===== config.mk =====
export PLATFORM = sky130hd
export DESIGN_NAME = clk_train_sequencer
export DESIGN_NICKNAME = d
export VERILOG_FILES = /design/src/rtl/clk_train_sequencer_pkg.sv /design/src/rtl/clk_train_sequencer_sb_req_holder.sv /design/src/rtl/clk_train_sequencer.sv
export SDC_FILE = /design/constraint.sdc
export NUM_CORES = 1
export LEC_CHECK = 0
export BUFFER_PORTS_ARGS = -buffer_cell sky130_fd_sc_hd__buf_2
export CAP_MARGIN = 20
export CORE_MARGIN = 10
export CORE_UTILIZATION = 55
export DETAILED_ROUTE_END_ITERATION = 7
export PLACE_DENSITY = 0.88
export REMOVE_ABC_BUFFERS = 1
export SYNTH_ARGS = -nofsm -noshare
export SYNTH_HDL_FRONTEND = slang
export SYNTH_SLANG_ARGS = --single-unit
export TNS_END_PERCENT = 50

===== constraint.sdc =====
create_clock -name i_dig_clk -period 6.83 [get_ports i_dig_clk]
set_input_delay 1.366 -clock i_dig_clk [delete_from_list [all_inputs] [get_ports i_dig_clk]]
set_output_delay 1.366 -clock i_dig_clk [all_outputs]
set_load 0.1 [all_outputs]

===== src/rtl/clk_train_sequencer_pkg.sv =====
// Shared encodings for the clock-training sequencer: FSM states, sideband
// message codes and the all-lanes-passed result pattern.
package clk_train_sequencer_pkg;

   typedef enum logic [3:0] {
      ST_IDLE        = 4'd0,
      ST_SEND_START  = 4'd1,
      ST_WAIT_START  = 4'd2,
      ST_PATTERN     = 4'd3,
      ST_SEND_RESULT = 4'd4,
      ST_WAIT_RESULT = 4'd5,
      ST_EVAL        = 4'd6,
      ST_SEND_DONE   = 4'd7,
      ST_WAIT_DONE   = 4'd8,
      ST_PASS        = 4'd9,
      ST_FAIL        = 4'd10
   } state_t;

   localparam logic [1:0] MSG_NONE   = 2'b00;
   localparam logic [1:0] MSG_START  = 2'b01;
   localparam logic [1:0] MSG_RESULT = 2'b10;
   localparam logic [1:0] MSG_DONE   = 2'b11;

   localparam logic [2:0] RESULT_ALL_PASS = 3'b111;

   // Sideband message carried by a SEND_x state (also the response WAIT_x expects)
   function automatic logic [1:0] state_msg(input state_t s);
      case (s)
         ST_SEND_START,  ST_WAIT_START:  state_msg = MSG_START;
         ST_SEND_RESULT, ST_WAIT_RESULT: state_msg = MSG_RESULT;
         ST_SEND_DONE,   ST_WAIT_DONE:   state_msg = MSG_DONE;
         default:                        state_msg = MSG_NONE;
      endcase
   endfunction

endpackage


===== src/rtl/clk_train_sequencer_sb_req_holder.sv =====
// Sideband request register: valid/msg are loaded on entry to a SEND state
// and held until the sideband accepts them or the FSM leaves the state.
module clk_train_sequencer_sb_req_holder
   import clk_train_sequencer_pkg::*;
(
   input  logic       i_clk,
   input  logic       i_rst,
   input  logic       i_load,
   input  logic [1:0] i_msg,
   input  logic       i_drop,
   input  logic       i_ready,
   output logic       o_valid,
   output logic [1:0] o_msg
);

   logic       r_valid;
   logic [1:0] r_msg;

   always_ff @(posedge i_clk) begin
      if (i_rst) begin
         r_valid <= 1'b0;
         r_msg   <= MSG_NONE;
      end else if (i_load) begin
         r_valid <= 1'b1;
         r_msg   <= i_msg;
      end else begin
         r_valid <= r_valid & ~i_ready & ~i_drop;
      end
   end

   assign o_valid = r_valid;
   assign o_msg   = r_msg;

endmodule


===== src/rtl/clk_train_sequencer.sv =====
// Mainband clock-training sequencer: runs pattern bursts on clock_generator,
// exchanges START/RESULT/DONE with the partner and retries failed results.
module clk_train_sequencer
   import clk_train_sequencer_pkg::*;
#(
   parameter int TIMEOUT_CYCLES = 1000,
   parameter int MAX_RETRY      = 3,
   parameter int TMR_W          = 10
) (
   input  logic       i_dig_clk,
   input  logic       i_rst,
   input  logic       i_enable,
   input  logic       i_ltsm_in_reset,
   output logic       o_start_clk_train,
   output logic       o_gen_stop,
   input  logic       i_clk_gen_done,
   output logic       o_sb_req_valid,
   output logic [1:0] o_sb_req_msg,
   input  logic       i_sb_req_ready,
   input  logic       i_sb_rsp_valid,
   input  logic [1:0] i_sb_rsp_msg,
   input  logic [2:0] i_sb_rsp_result,
   output logic       o_busy,
   output logic       o_pass,
   output logic       o_fail,
   output logic       o_timeout,
   output logic [2:0] o_result,
   output logic [3:0] o_retry_cnt
);

   state_t           r_state;
   state_t           w_next;
   logic [TMR_W-1:0] r_timer;
   logic [3:0]       r_retry;
   logic [2:0]       r_result;
   logic             r_timeout;
   logic             r_gen_stop;

   logic w_req_valid;
   logic w_tmo;
   logic w_rsp_hit;
   logic w_accept;
   logic w_tmo_fail;
   logic w_eval_retry;
   logic w_capture;
   logic w_load;
   logic w_timed;
   logic w_change;

   assign w_tmo     = (r_timer == TMR_W'(TIMEOUT_CYCLES - 1));
   assign w_rsp_hit = i_sb_rsp_valid && (i_sb_rsp_msg == state_msg(r_state));
   assign w_accept  = w_req_valid && i_sb_req_ready;
   assign w_change  = (w_next != r_state);
   assign w_timed   = (r_state inside {ST_SEND_START, ST_WAIT_START, ST_PATTERN,
                                       ST_SEND_RESULT, ST_WAIT_RESULT,
                                       ST_SEND_DONE, ST_WAIT_DONE});
   assign w_load    = w_change && (w_next inside {ST_SEND_START, ST_SEND_RESULT, ST_SEND_DONE});

   // A normal exit (accept/response/done) is tested before the timer, so it wins a tie
   always_comb begin
      w_next       = r_state;
      w_tmo_fail   = 1'b0;
      w_eval_retry = 1'b0;
      w_capture    = 1'b0;
      if (i_ltsm_in_reset) begin
         w_next = ST_IDLE;
      end else begin
         case (r_state)
            ST_IDLE:        if (i_enable) w_next = ST_SEND_START;
            ST_SEND_START:  if (w_accept) w_next = ST_WAIT_START;
                            else if (w_tmo) w_tmo_fail = 1'b1;
            ST_WAIT_START:  if (w_rsp_hit) w_next = ST_PATTERN;
                            else if (w_tmo) w_tmo_fail = 1'b1;
            ST_PATTERN:     if (i_clk_gen_done) w_next = ST_SEND_RESULT;
                            else if (w_tmo) w_tmo_fail = 1'b1;
            ST_SEND_RESULT: if (w_accept) w_next = ST_WAIT_RESULT;
                            else if (w_tmo) w_tmo_fail = 1'b1;
            ST_WAIT_RESULT: if (w_rsp_hit) begin
                               w_next    = ST_EVAL;
                               w_capture = 1'b1;
                            end else if (w_tmo) w_tmo_fail = 1'b1;
            ST_EVAL:        if (r_result == RESULT_ALL_PASS) w_next = ST_SEND_DONE;
                            else if (r_retry < 4'(MAX_RETRY)) begin
                               w_next       = ST_SEND_START;
                               w_eval_retry = 1'b1;
                            end else w_next = ST_FAIL;
            ST_SEND_DONE:   if (w_accept) w_next = ST_WAIT_DONE;
                            else if (w_tmo) w_tmo_fail = 1'b1;
            ST_WAIT_DONE:   if (w_rsp_hit) w_next = ST_PASS;
                            else if (w_tmo) w_tmo_fail = 1'b1;
            ST_PASS,
            ST_FAIL:        if (!i_enable) w_next = ST_IDLE;
            default:        w_next = ST_IDLE;
         endcase
         if (w_tmo_fail) w_next = ST_FAIL;
      end
   end

   always_ff @(posedge i_dig_clk) begin
      if (i_rst) begin
         r_state    <= ST_IDLE;
         r_timer    <= '0;
         r_retry    <= '0;
         r_result   <= '0;
         r_timeout  <= 1'b0;
         r_gen_stop <= 1'b0;
      end else begin
         r_state    <= w_next;
         r_timer    <= (w_change || !w_timed) ? '0 : r_timer + 1'b1;
         r_gen_stop <= (i_ltsm_in_reset && r_state != ST_IDLE) || w_eval_retry ||
                       (w_next == ST_FAIL && r_state != ST_FAIL);
         if (r_state == ST_IDLE && w_next == ST_SEND_START) begin
            r_retry   <= '0;
            r_result  <= '0;
            r_timeout <= 1'b0;
         end
         if (w_capture)    r_result  <= i_sb_rsp_result;
         if (w_eval_retry) r_retry   <= r_retry + 1'b1;
         if (w_tmo_fail)   r_timeout <= 1'b1;
      end
   end

   clk_train_sequencer_sb_req_holder u_sb_req_holder (
      .i_clk   (i_dig_clk),
      .i_rst   (i_rst),
      .i_load  (w_load),
      .i_msg   (state_msg(w_next)),
      .i_drop  (w_change),
      .i_ready (i_sb_req_ready),
      .o_valid (w_req_valid),
      .o_msg   (o_sb_req_msg)
   );

   // Timer is zero only in the first cycle of PATTERN, giving a one-cycle start pulse
   assign o_start_clk_train = (r_state == ST_PATTERN) && (r_timer == '0);
   assign o_gen_stop        = r_gen_stop;
   assign o_sb_req_valid    = w_req_valid;
   assign o_busy            = !(r_state inside {ST_IDLE, ST_PASS, ST_FAIL});
   assign o_pass            = (r_state == ST_PASS);
   assign o_fail            = (r_state == ST_FAIL);
   assign o_timeout         = r_timeout;
   assign o_result          = r_result;
   assign o_retry_cnt       = r_retry;

endmodule


[After elaboration in Yosys (flattened, before gate mapping)]
Cells that the tools add are included.
Widths: inputs -> output; s select.
Word-level totals
  word-level logic and storage cells: 105
  flip-flop bits (word level): 26
  output and inout port bits: 16
  bits in writable memories: 0
  memories: 0
  bits in read-only memories: 0
  bits of input ports: 12
  bits in latches: 0
Operators by class
  mux-type cells: 37
  $lt $le $gt $ge: 1
  $mul: 0
  bitwise operators: 4
  add/subtract/negate cells: 2
  eq/ne operators: 22
  shifts and indexed selects: 0
  reduce and logical (&&, ||, !) cells: 31
  div/mod/pow operators: 0
Operators with widths (number)
  $mux 4: 15
  $pmux 4 s10: 1
  $eq 4x3->1 const B: 7
  $eq 4x4->1 const B: 5
  $mux 1: 16
  $reduce_or 2->1: 8
  $eq 4x2->1 const B: 3
  $pmux 2 s3: 2
  $add 10x1->10 const B: 1
  $eq 10x10->1 const B: 1
  $logic_not 10->1: 1
  $eq 4x1->1 const B: 2
  $logic_and 1x1->1: 7
  $reduce_bool 7->1: 1
  $mux 3: 2
  $reduce_bool 2->1: 3
  $reduce_bool 3->1: 2
  $reduce_or 3->1: 2
  $add 4x1->4 const B: 1
  $logic_not 4->1: 1
  $lt 4x2->1 const B: 1
  $ne 4x4->1: 1
  $ne 4x4->1 const B: 1
  $reduce_bool 4->1: 1
  7 further kinds: 12

[Logic depth before layout (Yosys ltp)]
Gate-level depths: netlist of the first run.
  word-level depth: 14
  gate-level depth with buffers: 11

[By module]
From an unflattened synthesis of the first run, not the netlist that was laid out.
Second synthesis, totals
  cells, all modules: 211
  area total of the unflattened synthesis: 1796.7 um^2
By module, submodules not included
  clk_train_sequencer: times used 1, seq. area each 460.4 um^2, cells an instance 201, area each 1691.6 um^2
  clk_train_sequencer_sb_req_holder: times used 1, seq. area each 60.1 um^2, cells an instance 10, area each 105.1 um^2

[Least setup slack after synthesis of the first run]
Ideal clock, no wire load.
  kind: register to output
  start point: reg r_state[3]
  end point: out o_busy
  path buffers: 2
  cell stages (with the launch flop): 6
  path slack: 1.086 ns
  arrival: 4.378 ns
  cells stage by stage: dfxtp_1 buf_2 buf_2 nand2b_1 nor3_1 nor3_1
On the way
  cells in the longest elaborated chain, start to end: 3
  elaborated cells between the ends (all ways): 5
  classes of those cells: eq/ne: 2; reduce/logical: 3
Ends and longest elaborated chain
  start: declaration: RTL line clk_train_sequencer.sv:31  | state_t r_state;
  start signal: assignment: RTL line clk_train_sequencer.sv:108  | r_state <= w_next;
  $eq 4x4->1
  named net o_pass: RTL line clk_train_sequencer.sv:24  | output logic o_pass,
  $reduce_bool 3->1: RTL line clk_train_sequencer.sv:138  | assign o_busy = !(r_state inside {ST_IDLE, ST_PASS, ST_FAIL});
  $logic_not 1->1: RTL line clk_train_sequencer.sv:138
  end: declaration: RTL line clk_train_sequencer.sv:23  | output logic o_busy,
The timed path passes the listed nets, and every way through them passes these cells.

[Worst setup path after layout of the first run]
  start point: reg r_state[1]
  end point: out o_start_clk_train
On the way
  cells in the longest elaborated chain, start to end: 2
Ends and longest elaborated chain
  $eq 4x2->1: RTL line clk_train_sequencer.sv:135  | assign o_start_clk_train = (r_state == ST_PATTERN) && (r_timer == '0);
  $logic_and 1x1->1: RTL line clk_train_sequencer.sv:135
  end: declaration: RTL line clk_train_sequencer.sv:14  | output logic o_start_clk_train,
No other way between the ends.

==> flow_summary_export.csv, run 1 <==
group,metric,value,unit
synth,ys_async_sr_fraction,0,%
clock_tree,cts_root_buf,"clkbuf_4",
floorplan,core_area,0.00310,sq mm
setup_path,path_max_fanout,23,
sta,relSlewSlack,44.5,%
floorplan,io_pins,28,
route,postRouteWirelength,4490,um
synth,yosysTopAreaCell,"dfxtp_1",
clock_tree,clkSinkCount,26,
global_routing,grt_pass1_wl,7270,um
cells_and_area,drive_gt1_share,15.7,%
global_routing,grt.total_usage,14.3,%
placement,port-buffer-count,27,
global_routing,grt_max_degree,26,
setup_path,r2r_end,"u_sb_req_holder.o_msg[1]",
synth,synth_compound_area_share,19.8,%
sta,rsz0062_at_grt,"no",
synth,ys_seq_area_share,28.8,%
cells_and_area,syn2layout_area_growth,9.50,%
global_routing,antenna_found_initial,0,
sta,hold_viol,0,
route,ant_nets,0,
route,drt_iter0_drc,242,
status,status,"finished clean",
sta,max_freq,261,MHz
sta,finalSetupViolCount,0,
clock_tree,path_clk_slew,0.13,ns
synth,synth_adder_area_share,2.64,%
synth,synth_simple_gate_area_share,35.9,%
setup_path,crit_arrival,2.47,ns
synth,synth_cell_types,55,
synth,avgSynthCellArea,7.71,sq um
synth,ys_ff_latch,26,
floorplan,fp-row-count,20,
clock_tree,cts_tree,"done",
clock_tree,ctsResizeCount,0,
power,power_density,135,mW/mm^2
cells_and_area,final_cell_mix,"29 x nor2_1, 27 x buf_2, 26 x dfxtp_1, 15 x nand3_1, 14 x o21ai_0",
clock_tree,ctsHoldBuffers,0,
synth,syn_area,0.00180,sq mm
setup_path,cp-end-kind,"output port",
floorplan,fp.dieArea,0.00597,sq mm
clock_tree,clk_latency,0.33,ns
clock_tree,numCtsBuffers,3,
synth,synthFlopType,"dfxtp_1",
setup_path,reg2regPathDepth,9,
route,vias_per_cell,6.14,
synth,synthCells,234,
route,routedWlPerCell,15.0,um
worst_hold_path,min-delay-start,"u_sb_req_holder.o_msg[0]",
setup_path,required,5.46,ns
sta,tightest_slew,0.831,ns
synth,synth_edf_count,0,
placement,dp_hpwl,3330,um
setup_path,criticalPathCategory,"flop to output port",
synth,ys_top_cells_by_area,"dfxtp_1 29%, nor2_1 6.0%, xnor2_1 4.4%",
job,max-cap-violations,0,
power,peakVddDrop,0.000116,V
worst_hold_path,hp-class,"flop to flop",
synth,synth_mux_area_share,0.624,%
setup_path,critPathLaunchType,"flop",
cells_and_area,postLayoutCellArea,0.00198,sq mm
cells_and_area,nets,271,
cells_and_area,layout_commonest_cell,"nor2_1",
setup_path,reg2reg_slack,3.14,ns
worst_hold_path,hold_depth,2,
sta,fin_crit_sh,56.2,%
synth,synth_top_family_by_area,"simple AND/OR/NAND/NOR gates",
route,dr.pass1.iters,5,
sta,tns,0,ns
clock_tree,cts_setup_buffers,0,
clock_tree,cts_buffer_depth,2,
clock_tree,h-tree-depth,1,
sta,period_minus_slack,3.84,ns
synth,yosysWarningCount,0,
placement,place_area,0.00194,sq mm
synth,synth.top_cell.area_share,28.8,%
cells_and_area,n_antenna_cell,0,
cells_and_area,nFillCells,287,
global_routing,gr-total-overflow,0,
sta,finalClockSkew,0.0115,ns
floorplan,die_h,77.3,um
floorplan,start_util,58.1,%
worst_hold_path,holdPathEnd,"u_sb_req_holder.o_msg[0]",
placement,gp_congestion,0.951,
route,vias,1836,
global_routing,grt_pass1_vias,1531,
route,drc,0,
sta,maxSlewViolCount,0,
setup_path,worstReg2RegStart,"r_state[1]",
floorplan,chipWidth,77.3,um
power,total_leakage_power,0.731,nW
synth,synth_xor_area_share,7.28,%
-- registers in the layout, summed over array words and instances (netlist names) --
name,count
o_result,3
r_state,4
o_gen_stop,1
u_sb_req_holder.o_msg,2
o_retry_cnt,4
r_timer,10
u_sb_req_holder.o_valid,1
o_timeout,1
-- worst max-delay path by stage --
stage | from | to | cells past startpoint
after floorplan | r_state[3] | o_busy | 3
after global placement | i_sb_rsp_msg[1] | u_sb_req_holder.o_msg[1] | 10
after detailed placement | i_sb_rsp_msg[1] | u_sb_req_holder.o_msg[1] | 10
after CTS | r_state[1] | o_start_clk_train | 5
after global routing | r_state[1] | o_start_clk_train | 5
final | r_state[1] | o_start_clk_train | 5
-- cells by family after synthesis --
group,count (synthesis)
mux,1
flops,26
fa+ha+maj,4
xor+xnor,15
simple gates,118
buf+inv,19
compound gates,51
-- cell type report --
cell class                 instances  area [sq um]  share of cell area, %
inverter                           9          33.8                   1.71
tap                               44          55.1                   2.79
sequential                        26           520                   26.3
multi-input combinational        189          1190                   60.5
timing repair buffer              27           135                   6.84
clock buffer                       4          36.3                   1.84
-- per-stage QoR --
stage / hold slack [ns] / setup slack, ns / power (mW) / util, % / cells
finish: 0.467 / 2.99 / 0.266 / 63.7 / 299
global route: 0.494 / 2.76 / 0.277 / 63.7 / 299
CTS: 0.473 / 3.00 / 0.266 / 63.7 / 299
detailed placement: 0.451 / 2.93 / 0.189 / 62.5 / 295
global placement: 0.449 / 3.03 / 0.189 / 62.5 / 295
floorplan: 0.441 / 1.11 / 0.178 / - / 224
-- Yosys cell counts, types with 3 or more instances --
cell and number:
nor2_1 29, dfxtp_1 26, nand3_1 15, o21ai_0 14, nand2_1 13, a21oi_1 11
nor3_1 11, inv_1 9, xnor2_1 9, nor2b_1 8, and3_1 7, nand4_1 6
xor2_1 6, buf_2 5, o211ai_1 4, a32oi_1 3, and2_1 3, and3b_1 3
ha_1 3, nor4_1 3, o21a_1 3, or3_1 3
-- worst max-delay path, stage by stage (launching register included) --
cell,delay [ns]
dfxtp_1,0.89
and2_1,0.33
nand2_1,0.12
nor4_1,0.20
and3_1,0.18
buf_2,0.42
-- per-layer routing --
metal | GRT usage (%) | wire length [um]
met5 | 0 | 0
met4 | 4.38 | 66
met3 | 3.38 | 421
met2 | 21.5 | 2010
met1 | 19.4 | 1990
-- report_power, final --
group | switching [mW] | internal [mW]
Sequential | 0.00225 | 0.153
Clock | 0.0468 | 0.0327
Combinational | 0.0223 | 0.00952
Total | 0.0714 | 0.195
(Power assumes the default switching activity.)
==> run 2, diff against run 1 <==
- clock period: 6.83 -> 3.8 ns (I/O delays scaled with it)
==> flow_summary_export.csv, run 2 (same netlist as run 1, synthesis figures left out) <==
group,metric,value,unit
setup_path,critPathLaunchType,"flop",
global_routing,grt_max_degree,24,
route,ant_nets,0,
floorplan,start_util,58.1,%
clock_tree,numCtsBuffers,3,
route,postRouteWirelength,4470,um
setup_path,required,4.02,ns
clock_tree,cts_root_buf,"clkbuf_4",
placement,placed_cells,297,
setup_path,worstReg2RegStart,"r_state[3]",
sta,maxSlewViolCount,0,
worst_hold_path,hold_depth,2,
power,combPwrFrac,12.1,%
placement,dp_hpwl,3440,um
sta,tightest_slew,0.734,ns
global_routing,grt_pass1_wl,7450,um
setup_path,path_max_fanout,23,
route,routedWlPerCell,14.8,um
clock_tree,ctsHoldBuffers,0,
cells_and_area,nFillCells,275,
power,clkPwrFrac,29.5,%
cells_and_area,layout_commonest_cell,"nor2_1",
setup_path,cp-end-kind,"flop",
power,power_density,240,mW/mm^2
worst_hold_path,min-delay-start,"u_sb_req_holder.o_msg[0]",
status,status,"finished clean",
sta,period_minus_slack,3.36,ns
clock_tree,path_clk_slew,0.14,ns
setup_path,reg2reg_slack,0.44,ns
sta,finalClockSkew,0.00588,ns
cells_and_area,postLayoutCellArea,0.00199,sq mm
clock_tree,clkSinkCount,26,
route,vias_per_cell,6.00,
floorplan,fp.dieArea,0.00597,sq mm
placement,place_area,0.00195,sq mm
cells_and_area,syn2layout_area_growth,10.3,%
floorplan,io_pins,28,
power,sw_frac_of_total,26.6,%
power,internal_power,0.350,mW
placement,port-buffer-count,27,
global_routing,grt_pass1_vias,1616,
power,p_switching,0.127,mW
power,peakVddDrop,0.000178,V
global_routing,antenna_found_initial,0,
job,max-cap-violations,0,
sta,hold_viol,0,
power,power_frac_seq,58.4,%
cells_and_area,final_cell_mix,"29 x nor2_1, 27 x buf_2, 26 x dfxtp_1, 15 x nand3_1, 14 x o21ai_0",
cells_and_area,n_antenna_cell,0,
cells_and_area,multi_input_area,0.00119,sq mm
cells_and_area,top_register,"r_timer",
route,dr.pass1.iters,5,
clock_tree,cts_buffer_depth,2,
global_routing,gr-total-overflow,0,
floorplan,chipWidth,77.3,um
setup_path,crit_arrival,3.58,ns
sta,max_freq,298,MHz
route,vias,1806,
sta,rsz0062_at_grt,"no",
floorplan,die_h,77.3,um
sta,finalSetupViolCount,0,
worst_hold_path,hp-class,"flop to flop",
setup_path,criticalPathCategory,"flop to flop",
route,drc,0,
sta,relSlewSlack,51.0,%
placement,gp_congestion,0.924,
sta,fin_crit_sh,88.4,%
cells_and_area,seq_area,520,sq um
cells_and_area,drive_gt1_share,16.3,%
floorplan,core_area,0.00310,sq mm
clock_tree,clk_latency,0.32,ns
clock_tree,cts_setup_buffers,0,
cells_and_area,largest_reg_flops,10,
setup_path,reg2regPathDepth,9,
power,total_leakage_power,0.742,nW
clock_tree,ctsResizeCount,0,
cells_and_area,nets,273,
global_routing,grt.total_usage,14.3,%
clock_tree,h-tree-depth,1,
route,drt_iter0_drc,287,
setup_path,r2r_end,"u_sb_req_holder.o_msg[1]",
worst_hold_path,holdPathEnd,"u_sb_req_holder.o_msg[0]",
floorplan,fp-row-count,20,
clock_tree,cts_tree,"done",
cells_and_area,layout.cells.non_filler,301,
## run 2: cell types whose count changed in the layout (fill, tap and decap cells not counted), sizes merged
cell / change
buf: +2
## run 2: cell type report
type	instances	share of cell area [%]
Multi-Input combinational cell	189	60.0
Sequential cell	26	26.1
Timing Repair Buffer	29	7.54
Tap cell	44	2.77
Clock buffer	4	1.82
Inverter	9	1.70
## run 2: worst max-delay path, cell delays in order (launching register included)
cell and delay, ns:
dfxtp_1 0.82, inv_1 0.28, a2111oi_1 0.50, or3_1 0.22
inv_1 0.06, o211ai_1 0.16, a21boi_2 0.39, xnor2_1 0.14
o32ai_2 0.33, mux2_1 0.35
## run 2: power groups by stage
stage / registers [mW] / clock network (mW) / logic [mW]
2_1_floorplan: 0.292 / 0 / 0.0278
3_5_place_dp: 0.285 / 0 / 0.0565
5_1_grt: 0.279 / 0.153 / 0.0629
6_report: 0.279 / 0.141 / 0.0577
4_1_cts: 0.279 / 0.144 / 0.0571
3_3_place_gp: 0.284 / 0 / 0.0558
## run 2: metrics by stage
step                      setup TNS (ns)  hold WS, ns  utilization (%)  power [mW]  worst slack (ns)
after CTS                              0        0.481             64.2       0.480             0.491
after floorplan                    -1.31        0.441                -       0.320             -1.31
after global placement                 0        0.451             63.0       0.340             0.611
after detailed placement               0        0.457             63.0       0.341             0.501
final                                  0        0.477             64.2       0.477             0.441
after global routing                   0        0.524             64.2       0.495             0.109
## run 2: layer usage
layer  GRT usage [%]  part of all wire (%)  vias to the layer above
li1                -                     -                      896
met1            19.4                    45                      827
met2            22.5                    47                       77
met3            3.15                   7.5                        6
met4            2.92                   1.1                        0
met5               0                     0                        -
## run 2: worst max path at each step
stage / startpoint / endpoint / slack [ns] / cells past startpoint
CTS: r_state[3] / u_sb_req_holder.o_msg[1] / 0.49 / 9
detailed placement: r_state[3] / u_sb_req_holder.o_msg[1] / 0.50 / 9
global placement: r_state[2] / u_sb_req_holder.o_msg[1] / 0.61 / 9
global route: r_state[2] / u_sb_req_holder.o_msg[1] / 0.11 / 10
floorplan: r_state[3] / o_busy / -1.31 / 3
finish: r_state[3] / u_sb_req_holder.o_msg[1] / 0.44 / 9
==> run 3, diff against run 2 <==
- CORE_ASPECT_RATIO: default -> 2
- CORE_UTILIZATION: 55 -> 35
- PLACE_DENSITY: 0.88 -> 0.64
==> flow_summary_export.csv, run 3 (same netlist as run 1, synthesis figures left out) <==
group,metric,value,unit
placement,gp_congestion,0.969,
cells_and_area,layout_commonest_cell,"nor2_1",
sta,fin_crit_sh,90.9,%
power,power_density,275,mW/mm^2
placement,place_ws,0.317,ns
sta,hold_viol,0,
floorplan,start_util,35.4,%
sta,rsz0062_at_grt,"no",
route,vias,1838,
clock_tree,clk_latency,0.27,ns
power,total_leakage_power,0.762,nW
setup_path,path_max_fanout,19,
sta,tightest_slew,0.670,ns
job,max-cap-violations,0,
setup_path,crit_start,"r_state[3]",
power,combPwrFrac,10.3,%
worst_hold_path,hp-class,"flop to flop",
setup_path,cp-end-kind,"flop",
sta,relSlewSlack,55.3,%
setup_path,critPathLaunchType,"flop",
placement,dp_hpwl,4150,um
sta,layout_setup_ws,0.345,ns
status,status,"finished clean",
setup_path,reg2reg_slack,0.35,ns
global_routing,antenna_found_initial,0,
global_routing,grt_pass1_vias,1793,
global_routing,grt.total_usage,11.9,%
clock_tree,path_clk_slew,0.09,ns
cells_and_area,top_register,"r_timer",
floorplan,fp.dieArea,0.00860,sq mm
sta,maxSlewViolCount,0,
clock_tree,cts_tree,"done",
route,ant_nets,0,
clock_tree,cts_setup_buffers,0,
route,postRouteWirelength,5180,um
sta,finalSetupViolCount,0,
sta,period_minus_slack,3.45,ns
clock_tree,clkSinkCount,26,
cells_and_area,n_antenna_cell,0,
placement,port-buffer-count,27,
floorplan,die_h,122,um
setup_path,reg2regPathDepth,9,
cells_and_area,seq_area,520,sq um
floorplan,chipWidth,70.8,um
cells_and_area,drive_gt1_share,16.7,%
clock_tree,numCtsBuffers,3,
cells_and_area,fin_util,40.3,%
cells_and_area,largest_reg_flops,10,
clock_tree,cts_buffer_depth,2,
setup_path,r2r_end,"u_sb_req_holder.o_msg[1]",
setup_path,crit_arrival,3.62,ns
cells_and_area,multi_input_area,0.00119,sq mm
cells_and_area,syn2layout_area_growth,13.7,%
setup_path,criticalPathCategory,"flop to flop",
route,drt_iter0_drc,204,
power,internal_power,0.432,mW
global_routing,gr-total-overflow,0,
clock_tree,cts_root_buf,"clkbuf_8",
route,routedWlPerCell,16.4,um
clock_tree,ctsHoldBuffers,0,
power,power_frac_seq,49.3,%
sta,max_freq,289,MHz
route,dr.pass1.iters,4,
route,drc,0,
global_routing,grt_pass1_wl,8560,um
clock_tree,ctsResizeCount,0,
cells_and_area,nets,274,
power,clkPwrFrac,40.4,%
power,p_switching,0.133,mW
cells_and_area,final_cell_mix,"29 x nor2_1, 27 x buf_2, 26 x dfxtp_1, 15 x nand3_1, 14 x o21ai_0",
power,sw_frac_of_total,23.5,%
clock_tree,h-tree-depth,1,
setup_path,worstReg2RegStart,"r_state[3]",
power,peakVddDrop,0.000214,V
floorplan,fp-row-count,37,
floorplan,core_area,0.00509,sq mm
cells_and_area,nFillCells,555,
route,vias_per_cell,5.82,
floorplan,io_pins,28,
setup_path,required,3.96,ns
sta,finalClockSkew,0.00342,ns
global_routing,grt_max_degree,21,
setup_path,crit_end,"u_sb_req_holder.o_msg[1]",
## run 3: cell count changes in the layout (fill, tap and decap cells not counted)
cell       before  now
clkbuf_4        3    0
clkbuf_8        1    3
buf_4           2    3
bufinv_16       0    1
## run 3: through the flow
stage | instances | area (sq um) | total power [mW] | TNS, ns | hold WS (ns)
2_1_floorplan | 224 | 1750 | 0.320 | -1.31 | 0.441
5_1_grt | 316 | 2050 | 0.588 | 0 | 0.498
4_1_cts | 316 | 2050 | 0.573 | 0 | 0.466
6_report | 316 | 2050 | 0.565 | 0 | 0.459
3_5_place_dp | 312 | 1980 | 0.342 | 0 | 0.450
3_3_place_gp | 312 | 1980 | 0.342 | 0 | 0.461
## run 3: layout make-up
class,count,share of cell area [%]
Multi-Input combinational cell,189,58.3
Sequential cell,26,25.4
Clock buffer,3,2.01
Clock inverter,1,1.46
Inverter,9,1.65
Tap cell,58,3.54
Timing Repair Buffer,30,7.69
## run 3: critical path, stage by stage, from the launching register on
cell and delay, ns:
dfxtp_1 0.74, inv_1 0.28, a2111oi_1 0.65, or3_1 0.27, inv_1 0.06, o211ai_1 0.16, a21boi_2 0.39, xnor2_1 0.12
o32ai_2 0.31, mux2_1 0.35
## run 3: power groups by stage
stage | sequential (mW) | combinational [mW] | clock [mW]
finish | 0.278 | 0.0582 | 0.228
global route | 0.279 | 0.0634 | 0.246
CTS | 0.278 | 0.0578 | 0.237
detailed placement | 0.285 | 0.0576 | 0
global placement | 0.285 | 0.0577 | 0
floorplan | 0.292 | 0.0278 | 0
## run 3: worst min-delay path by stage
stage | from | end | slack [ns] | cells after the start
floorplan | r_timer[0] | r_timer[0] | 0.44 | 1
global placement | r_timer[0] | r_timer[0] | 0.46 | 1
detailed placement | u_sb_req_holder.o_msg[0] | u_sb_req_holder.o_msg[0] | 0.45 | 2
CTS | u_sb_req_holder.o_msg[0] | u_sb_req_holder.o_msg[0] | 0.47 | 2
global route | u_sb_req_holder.o_msg[0] | u_sb_req_holder.o_msg[0] | 0.50 | 2
finish | u_sb_req_holder.o_msg[0] | u_sb_req_holder.o_msg[0] | 0.46 | 2
## run 3: per-layer routing
layer  track usage, %  vias to the layer above  share of wire, %
met4             6.93                        0               4.3
met2             23.3                       50                57
met5                0                        -                 0
li1                 -                      903                 -
met1             11.1                      866                35
met3             1.63                       19               3.8
